--- src/rtl/pipeline_debug_ctrl_pkg.sv ---
// rtl/pipeline_debug_ctrl_pkg.sv - shared types and constants for the pipeline debug controller
package pipeline_debug_ctrl_pkg;

   // Run-control FSM encoding; also reported in the status read-out word
   typedef enum logic [1:0] {
      ST_HALT = 2'd0,
      ST_RUN  = 2'd1,
      ST_STEP = 2'd2
   } state_t;

   // Status word layout, LSB first: halted, bp_hit, bp_hit_idx, state
   localparam int STAT_HALTED_BIT = 0;
   localparam int STAT_BP_HIT_BIT = 1;
   localparam int STAT_IDX_LSB    = 2;

   // Read-out words that follow the probe channels and breakpoint registers
   localparam int RO_STATUS_OFS = 0;
   localparam int RO_CYCLE_OFS  = 1;

   // Index width that stays at least one bit for single-entry tables
   function automatic int idx_width(input int n);
      return (n > 1) ? $clog2(n) : 1;
   endfunction

endpackage

--- src/rtl/pipeline_debug_ctrl_if.sv ---
// rtl/pipeline_debug_ctrl_if.sv - breakpoint write and probe read-out bus
interface pipeline_debug_ctrl_if
   import pipeline_debug_ctrl_pkg::*;
#(
   parameter int DATA_W     = 32,
   parameter int NUM_BP     = 4,
   parameter int DBG_ADDR_W = 7
);
   localparam int IDX_W = idx_width(NUM_BP);

   logic                  bp_wen;
   logic [IDX_W-1:0]      bp_idx;
   logic [DATA_W-1:0]     bp_addr;
   logic                  bp_valid;
   logic [DBG_ADDR_W-1:0] debug_addr;
   logic [DATA_W-1:0]     debug_data;

   modport master (
      output bp_wen, bp_idx, bp_addr, bp_valid, debug_addr,
      input  debug_data
   );

   modport slave (
      input  bp_wen, bp_idx, bp_addr, bp_valid, debug_addr,
      output debug_data
   );

endinterface

--- src/rtl/pipeline_debug_ctrl_sync_edge_det.sv ---
// rtl/pipeline_debug_ctrl_sync_edge_det.sv - multi-flop synchroniser with optional rising-edge output
module sync_edge_det #(
   parameter int STAGES    = 2,
   parameter bit RISE_EDGE = 1'b0
) (
   input  logic clk,
   input  logic rst,
   input  logic din,
   output logic dout
);

   logic [STAGES-1:0] chain;

   // Shift the asynchronous input through the metastability chain
   always_ff @(posedge clk or posedge rst) begin
      if (rst) begin
         chain <= '0;
      end else begin
         chain <= {chain[STAGES-2:0], din};
      end
   end

   if (RISE_EDGE) begin : g_rise
      logic prev;

      // One extra flop holds the previous synchronised level for edge detection
      always_ff @(posedge clk or posedge rst) begin
         if (rst) begin
            prev <= 1'b0;
         end else begin
            prev <= chain[STAGES-1];
         end
      end

      assign dout = chain[STAGES-1] & ~prev;
   end else begin : g_level
      assign dout = chain[STAGES-1];
   end

endmodule

--- src/rtl/pipeline_debug_ctrl.sv ---
// rtl/pipeline_debug_ctrl.sv - single-clock run/halt/step controller with PC breakpoints and probe read-out
module pipeline_debug_ctrl
   import pipeline_debug_ctrl_pkg::*;
#(
   parameter int DATA_W      = 32,
   parameter int NUM_BP      = 4,
   parameter int STEP_CNT_W  = 16,
   parameter int SYNC_STAGES = 2,
   parameter int NUM_DBG_CH  = 32,
   parameter int DBG_ADDR_W  = 7,
   localparam int IDX_W      = idx_width(NUM_BP)
) (
   input  logic                         clk,
   input  logic                         rst,
   input  logic                         debug_en,
   input  logic                         debug_step,
   input  logic [STEP_CNT_W-1:0]        step_count,
   input  logic [DATA_W-1:0]            if_pc,
   input  logic [NUM_DBG_CH*DATA_W-1:0] probe_bus,
   pipeline_debug_ctrl_if.slave         dbg,
   output logic                         cpu_en,
   output logic                         halted,
   output logic                         bp_hit,
   output logic [IDX_W-1:0]             bp_hit_idx,
   output logic [31:0]                  cycle_count
);

   localparam int CH_W = idx_width(NUM_DBG_CH);
   localparam int ST_W = STAT_IDX_LSB + IDX_W + 2;

   state_t                  state;
   logic [STEP_CNT_W-1:0]   remaining;
   logic                    skip_bp;
   logic                    en_s;
   logic                    step_edge;

   logic [DATA_W-1:0]       bp_addr_r [NUM_BP];
   logic [NUM_BP-1:0]       bp_valid_r;
   logic                    hit_any;
   logic [IDX_W-1:0]        hit_idx;
   logic                    bp_match;

   logic [DATA_W-1:0]       probe_ch [NUM_DBG_CH];
   logic [31:0]             addr_ext;
   logic [IDX_W-1:0]        bp_sel;
   logic [ST_W-1:0]         status;
   logic [DATA_W-1:0]       rd_data;

   sync_edge_det #(.STAGES(SYNC_STAGES), .RISE_EDGE(1'b0)) u_sync_en (
      .clk  (clk),
      .rst  (rst),
      .din  (debug_en),
      .dout (en_s)
   );

   sync_edge_det #(.STAGES(SYNC_STAGES), .RISE_EDGE(1'b1)) u_sync_step (
      .clk  (clk),
      .rst  (rst),
      .din  (debug_step),
      .dout (step_edge)
   );

   // Lowest-index valid breakpoint equal to the current IF PC
   always_comb begin
      hit_any = 1'b0;
      hit_idx = '0;
      for (int i = NUM_BP - 1; i >= 0; i--) begin
         if (bp_valid_r[i] && (bp_addr_r[i] == if_pc)) begin
            hit_any = 1'b1;
            hit_idx = IDX_W'(i);
         end
      end
   end

   // Suppressed for the first enabled cycle after a resume so we can leave the breakpoint PC
   assign bp_match = hit_any & ~skip_bp;

   // Enable is gated in the same cycle as the match so the breakpoint instruction is not fetched
   always_comb begin
      cpu_en = 1'b0;
      case (state)
         ST_RUN:  cpu_en = ~bp_match;
         ST_STEP: cpu_en = 1'b1;
         default: cpu_en = 1'b0;
      endcase
   end

   assign halted = (state == ST_HALT);

   // Run-control FSM: halt/run from the debug switch, bounded step bursts, breakpoint stops
   always_ff @(posedge clk or posedge rst) begin
      if (rst) begin
         state      <= ST_HALT;
         remaining  <= '0;
         skip_bp    <= 1'b0;
         bp_hit     <= 1'b0;
         bp_hit_idx <= '0;
      end else begin
         if (cpu_en) begin
            skip_bp <= 1'b0;
         end
         case (state)
            ST_HALT: begin
               if (!en_s) begin
                  state   <= ST_RUN;
                  bp_hit  <= 1'b0;
                  skip_bp <= 1'b1;
               end else if (step_edge) begin
                  state     <= ST_STEP;
                  remaining <= (step_count == '0) ? STEP_CNT_W'(1) : step_count;
                  skip_bp   <= 1'b1;
               end
            end
            ST_RUN: begin
               if (bp_match) begin
                  state      <= ST_HALT;
                  bp_hit     <= 1'b1;
                  bp_hit_idx <= hit_idx;
               end else if (en_s) begin
                  state <= ST_HALT;
               end
            end
            ST_STEP: begin
               remaining <= remaining - STEP_CNT_W'(1);
               if (remaining == STEP_CNT_W'(1)) begin
                  state <= ST_HALT;
               end
            end
            default: state <= ST_HALT;
         endcase
      end
   end

   // Breakpoint register file; writes land at the edge so a same-cycle match sees old contents
   always_ff @(posedge clk or posedge rst) begin
      if (rst) begin
         for (int i = 0; i < NUM_BP; i++) begin
            bp_addr_r[i] <= '0;
         end
         bp_valid_r <= '0;
      end else if (dbg.bp_wen && (int'(dbg.bp_idx) < NUM_BP)) begin
         bp_addr_r[dbg.bp_idx]  <= dbg.bp_addr;
         bp_valid_r[dbg.bp_idx] <= dbg.bp_valid;
      end
   end

   // Free-running count of enabled pipeline cycles, wraps naturally
   always_ff @(posedge clk or posedge rst) begin
      if (rst) begin
         cycle_count <= '0;
      end else if (cpu_en) begin
         cycle_count <= cycle_count + 32'd1;
      end
   end

   for (genvar g = 0; g < NUM_DBG_CH; g++) begin : g_probe
      assign probe_ch[g] = probe_bus[g*DATA_W +: DATA_W];
   end

   assign addr_ext = 32'(dbg.debug_addr);
   assign bp_sel   = IDX_W'(addr_ext - NUM_DBG_CH);

   // Pack the status word from the documented bit positions
   always_comb begin
      status = '0;
      status[STAT_HALTED_BIT]            = halted;
      status[STAT_BP_HIT_BIT]            = bp_hit;
      status[STAT_IDX_LSB +: IDX_W]      = bp_hit_idx;
      status[STAT_IDX_LSB + IDX_W +: 2]  = state;
   end

   // Read-out address decode: probes, breakpoints, status, cycle counter, else all ones
   always_comb begin
      rd_data = DATA_W'(32'hFFFF_FFFF);
      if (addr_ext < NUM_DBG_CH) begin
         rd_data = probe_ch[addr_ext[CH_W-1:0]];
      end else if (addr_ext < NUM_DBG_CH + NUM_BP) begin
         rd_data = bp_addr_r[bp_sel];
      end else if (addr_ext == NUM_DBG_CH + NUM_BP + RO_STATUS_OFS) begin
         rd_data = DATA_W'(status);
      end else if (addr_ext == NUM_DBG_CH + NUM_BP + RO_CYCLE_OFS) begin
         rd_data = DATA_W'(cycle_count);
      end
   end

   // Registered read-out gives one cycle of latency from debug_addr
   always_ff @(posedge clk or posedge rst) begin
      if (rst) begin
         dbg.debug_data <= '0;
      end else begin
         dbg.debug_data <= rd_data;
      end
   end

endmodule

--- src/flat_wrapper.sv ---
// flat-port wrapper written by rule: the top's interface ports become plain ports
module pipeline_debug_ctrl_flat import pipeline_debug_ctrl_pkg::*;
#(
   parameter int DATA_W      = 32,
   parameter int NUM_BP      = 4,
   parameter int STEP_CNT_W  = 16,
   parameter int SYNC_STAGES = 2,
   parameter int NUM_DBG_CH  = 32,
   parameter int DBG_ADDR_W  = 7,
   localparam int IDX_W      = idx_width(NUM_BP)
)
  (clk, rst, debug_en, debug_step, step_count, if_pc, probe_bus, cpu_en, halted, bp_hit, bp_hit_idx, cycle_count, dbg_bp_wen, dbg_bp_idx, dbg_bp_addr, dbg_bp_valid, dbg_debug_addr, dbg_debug_data);
  pipeline_debug_ctrl_if #(.DATA_W(DATA_W), .NUM_BP(NUM_BP), .DBG_ADDR_W(DBG_ADDR_W)) dbg_i ();
  input  logic clk;
  input  logic rst;
  input  logic debug_en;
  input  logic debug_step;
  input  logic [STEP_CNT_W-1:0] step_count;
  input  logic [DATA_W-1:0] if_pc;
  input  logic [NUM_DBG_CH*DATA_W-1:0] probe_bus;
  output logic cpu_en;
  output logic halted;
  output logic bp_hit;
  output logic [IDX_W-1:0] bp_hit_idx;
  output logic [31:0] cycle_count;
  input wire logic [$bits(dbg_i.bp_wen)-1:0] dbg_bp_wen;
  input wire logic [$bits(dbg_i.bp_idx)-1:0] dbg_bp_idx;
  input wire logic [$bits(dbg_i.bp_addr)-1:0] dbg_bp_addr;
  input wire logic [$bits(dbg_i.bp_valid)-1:0] dbg_bp_valid;
  input wire logic [$bits(dbg_i.debug_addr)-1:0] dbg_debug_addr;
  output wire logic [$bits(dbg_i.debug_data)-1:0] dbg_debug_data;
  assign dbg_i.bp_wen = dbg_bp_wen;
  assign dbg_i.bp_idx = dbg_bp_idx;
  assign dbg_i.bp_addr = dbg_bp_addr;
  assign dbg_i.bp_valid = dbg_bp_valid;
  assign dbg_i.debug_addr = dbg_debug_addr;
  assign dbg_debug_data = dbg_i.debug_data;
  pipeline_debug_ctrl #(.DATA_W(DATA_W), .NUM_BP(NUM_BP), .STEP_CNT_W(STEP_CNT_W), .SYNC_STAGES(SYNC_STAGES), .NUM_DBG_CH(NUM_DBG_CH), .DBG_ADDR_W(DBG_ADDR_W)) u_core (.clk(clk), .rst(rst), .debug_en(debug_en), .debug_step(debug_step), .step_count(step_count), .if_pc(if_pc), .probe_bus(probe_bus), .dbg(dbg_i), .cpu_en(cpu_en), .halted(halted), .bp_hit(bp_hit), .bp_hit_idx(bp_hit_idx), .cycle_count(cycle_count));
endmodule
--- config.mk ---
export PLATFORM = sky130hd
export DESIGN_NAME = pipeline_debug_ctrl_flat
export DESIGN_NICKNAME = d
export VERILOG_FILES = /design/src/rtl/pipeline_debug_ctrl_pkg.sv /design/src/rtl/pipeline_debug_ctrl_if.sv /design/src/rtl/pipeline_debug_ctrl_sync_edge_det.sv /design/src/rtl/pipeline_debug_ctrl.sv /design/src/flat_wrapper.sv
export SDC_FILE = /design/constraint.sdc
export NUM_CORES = 1
export LEC_CHECK = 0
export CAP_MARGIN = 10
export CELL_PAD_IN_SITES_DETAIL_PLACEMENT = 0
export CELL_PAD_IN_SITES_GLOBAL_PLACEMENT = 1
export CORE_AREA = 2 2 464 466
export DETAILED_ROUTE_END_ITERATION = 10
export DIE_AREA = 0 0 466 468
export PLACE_DENSITY = 0.31
export REMOVE_ABC_BUFFERS = 1
export SLEW_MARGIN = 20
export SYNTH_ARGS = -nofsm -noshare
export SYNTH_HDL_FRONTEND = slang
export SYNTH_SLANG_ARGS = --single-unit
--- constraint.sdc ---
create_clock -name clk -period 9.95 [get_ports clk]
set_input_delay 1.99 -clock clk [delete_from_list [all_inputs] [get_ports clk]]
set_output_delay 1.99 -clock clk [all_outputs]
set_load 0.02 [all_outputs]
==> impl_metrics.toml <==
[global_routing]
first_global_vias = 21780
antenna_found_initial = 131
grt_usage_pct = 17.05
grt.met1_usage_pct = 18.66
grt.overflow.total = 0
use_met2_pct = 32.90
grt_pass1_wl_um = 242300
grt.busiest_layer = "met2"
globalRouteMet3Util_pct = 4.128
grt_max_degree = 100

[floorplanning]
fp.coreArea_um2 = 213300
die_w_um = 466
pin_count = 1188
dieArea_um2 = 218100
die_y_um = 468
initial_core_util_pct = 9.377
rows = 170

[synthesis]
ys_seq_elements = 223
yosys.cell_types.count = 55
synth-adder-area-share_pct = 0.3753
synth_xor_xnor_area_share_pct = 6.961
synth-compound-area-share_pct = 3.822
synth_mux_area_share_pct = 49.14
yosysWarnings = 0
netlist_instances = 1518
avgSynthCellArea_um2 = 13.18
yosysSeqAreaShare_pct = 27.90
synth-edff-count = 0
synth-async-reset-ratio_pct = 100.0
netlist_area_um2 = 20000
synth_ff_type = "dfrtp_1"
synth_top_family_by_area = "multiplexers"
yosys.area_share.simple_pct = 8.832

[place]
portBuffers = 1187
dp_hpwl_um = 168900
preCtsSetupSlack_ns = 2.280
routabilityCongestion = 0.8209

[flow_run]
maxCapViolCount = 0

[pwr]
p_int_mw = 2.935
peakVddDrop_uv = 87.69
combPwrFrac_pct = 42.9
p_per_area_nw_per_um2 = 130.2
p_seq_share_pct = 29.1
p_sw_mw = 1.819
clockPowerShare_pct = 28.0
leakagePower_nw = 12.38
p_sw_share_pct = 38.27

[worst_setup_path]
cp.arrival_ns = 5.61
path_max_fanout = 31
rr_startpoint = "u_core.bp_addr_r[9]"
startpoint = "if_pc[9]"
cp-start-kind = "primary input"
worstSetupPathType = "primary input to output port"
slowest_delay_ns = 0.69
crit_family = "buffers and inverters"
endpoint_kind = "output port"
path_buf_inv = 3
crit_chain = "clkdlybuf4s50_1 -> xnor2_1 -> nand4_1 -> nor4b_1 -> nand4_1 -> a41oi_4 -> buf_4 -> nor2_2 -> clkdlybuf4s50_1"
slowest_stage = "nor4b_1"
worstPathRequired_ns = 7.96

[cts]
cts_resized = 0
htreeDepth = 2
clock_sinks = 223
clockBufferDepth = 3
hold_buffers = 0
post_cts_buffers = 0
clk_pin_slew_worst_paths_ns = 0.06
numCtsBuffers = 36
tritoncts = "yes"
cts_root_buf = "clkbuf_16"
insertion_delay_ns = 0.60

[sta]
rsz0062_at_grt = "false"
tightest_slew_ns = 1.073
finalSetupTns_ns = 0
fin_worst_skew_ns = 0.03337
fin_crit_sh_pct = 76.39
hold_slack_ns = 0.3551
fin_crit_ns = 7.601
finalHoldViolCount = 0
clock.fmax_ghz = 0.1316
slew_violations = 0
max-slew-margin-rel_pct = 28.47
setup_ws_ns = 2.349
finalSetupViolCount = 0

[final_layout]
final_common_cell = "clkdlybuf4s50_1"
synthToLayoutAreaGrowth_pct = 82.45
drive_above_1_share_pct = 22.68
nets = 3779
multi_input_area_um2 = 13850
layout_common_cells = "1,182 x clkdlybuf4s50_1, 352 x mux4_2, 223 x dfrtp_1"
register_area_um2 = 5580
fill_cells = 23620

[route]
vias_per_cell = 3.669
drc_errors = 0
wl_per_cell_um = 35.11
wl_um = 194500
vias = 20330
dr.pass1.iters = 5
drt_iter0_markers = 1168
ant_nets = 0

[worst_hold_path]
hold_start = "u_core.u_sync_step.chain[0]"
hold_path.class = "register to register"

[run_status]
outcome = "completed"
worst reg2reg max path, stage by stage, from the launching register on:
cell and delay, ns:
dfrtp_1 0.43, xnor2_1 0.20, nand4_1 0.16, nor4b_1 0.69
nand4_1 0.46, a41oi_4 0.28, buf_4 0.42, nor2_2 0.18
mux2_4 0.32
logic make-up after synthesis:
| kind of cell | Yosys count |
|---|---|
| muxes | 525 |
| and+or+nand+nor | 333 |
| DFF | 223 |
| xor gates and xnor gates | 159 |
| buffers and inverters | 139 |
| AOI/OAI and AO/OA | 133 |
| adders and majority gates | 6 |
sequential cells by signal, summed over array words and instances, names as in the netlist, 4 cells and up:
signal and cells:
u_core.bp_valid_r 4, u_core.bp_addr_r 128, u_core.remaining 16, u_core.cycle_count 32, u_core.dbg.debug_data 32
cells in the mapped netlist, types with 4 or more instances:
cell	count	area share [%]
mux4_2	352	40
dfrtp_1	223	28
mux2_2	132	7.4
xor2_1	119	5.2
nor2_1	94	1.8
a21oi_1	84	2.1
clkbuf_1	76	1.4
nand2_1	63	1.2
nor4_1	47	1.5
mux2i_1	40	2.0
xnor2_1	40	1.8
buf_2	38	0.95
nand4_1	28	0.88
nand3_1	26	0.65
o21ai_0	20	0.50
nor3_1	17	0.43
inv_1	12	0.23
buf_1	9	0.17
nor3_2	8	0.40
nor4b_1	7	0.31
ha_1	6	0.38
and3_1	5	0.16
or3_1	5	0.16
or4_1	5	0.19
a31oi_1	4	0.13
and4_1	4	0.18
nand3b_1	4	0.15
nand4b_1	4	0.18
nor4_2	4	0.25
path summary, 6_finish.rpt:
check	end	slack [ns]	cells past startpoint
worst min register to register	u_core.u_sync_step.chain[1]	0.36	0
worst min-delay path	u_core.u_sync_step.chain[1]	0.36	0
worst max register to register	u_core.cycle_count[1]	6.68	8
min in group asynchronous	u_core.bp_addr_r[19]	1.93	2
max in group asynchronous	u_core.bp_hit_idx[1]	6.63	3
worst max-delay path	cpu_en	2.35	9
stage by stage:
stage | power (mW) | instances | utilization, % | cell area [µm²]
after floorplan | 2.155 | 1391 | - | 19450
after global placement | 3.514 | 5454 | 16.52 | 35250
after detailed placement | 3.501 | 5454 | 16.52 | 35250
after CTS | 4.916 | 5519 | 17.08 | 36450
after global routing | 5.023 | 5528 | 17.09 | 36470
final | 4.754 | 5540 | 17.11 | 36500
final cells by class:
type	count	share of cell area, %
clock inverters	6	0.1851
diodes	21	0.1440
well taps	2838	9.729
clock buffers	59	3.092
flip-flops and latches	223	15.29
multi-input cells	1156	37.96
repair buffers	1225	33.46
inverters	12	0.1440
power groups by stage:
stage,sequential (mW),combinational (mW),clock [mW]
floorplan,1.33,0.829,0
global route,1.42,2.18,1.43
finish,1.39,2.04,1.33
CTS,1.39,2.10,1.42
detailed placement,1.41,2.09,0
global placement,1.42,2.09,0
metal layers:
layer | wire (µm) | share of wire (%)
met5 | 320 | 0.16
met4 | 4387 | 2.3
met3 | 12480 | 6.4
met2 | 106200 | 55
met1 | 71100 | 37
Note: power is estimated with default switching activity, not from simulation.
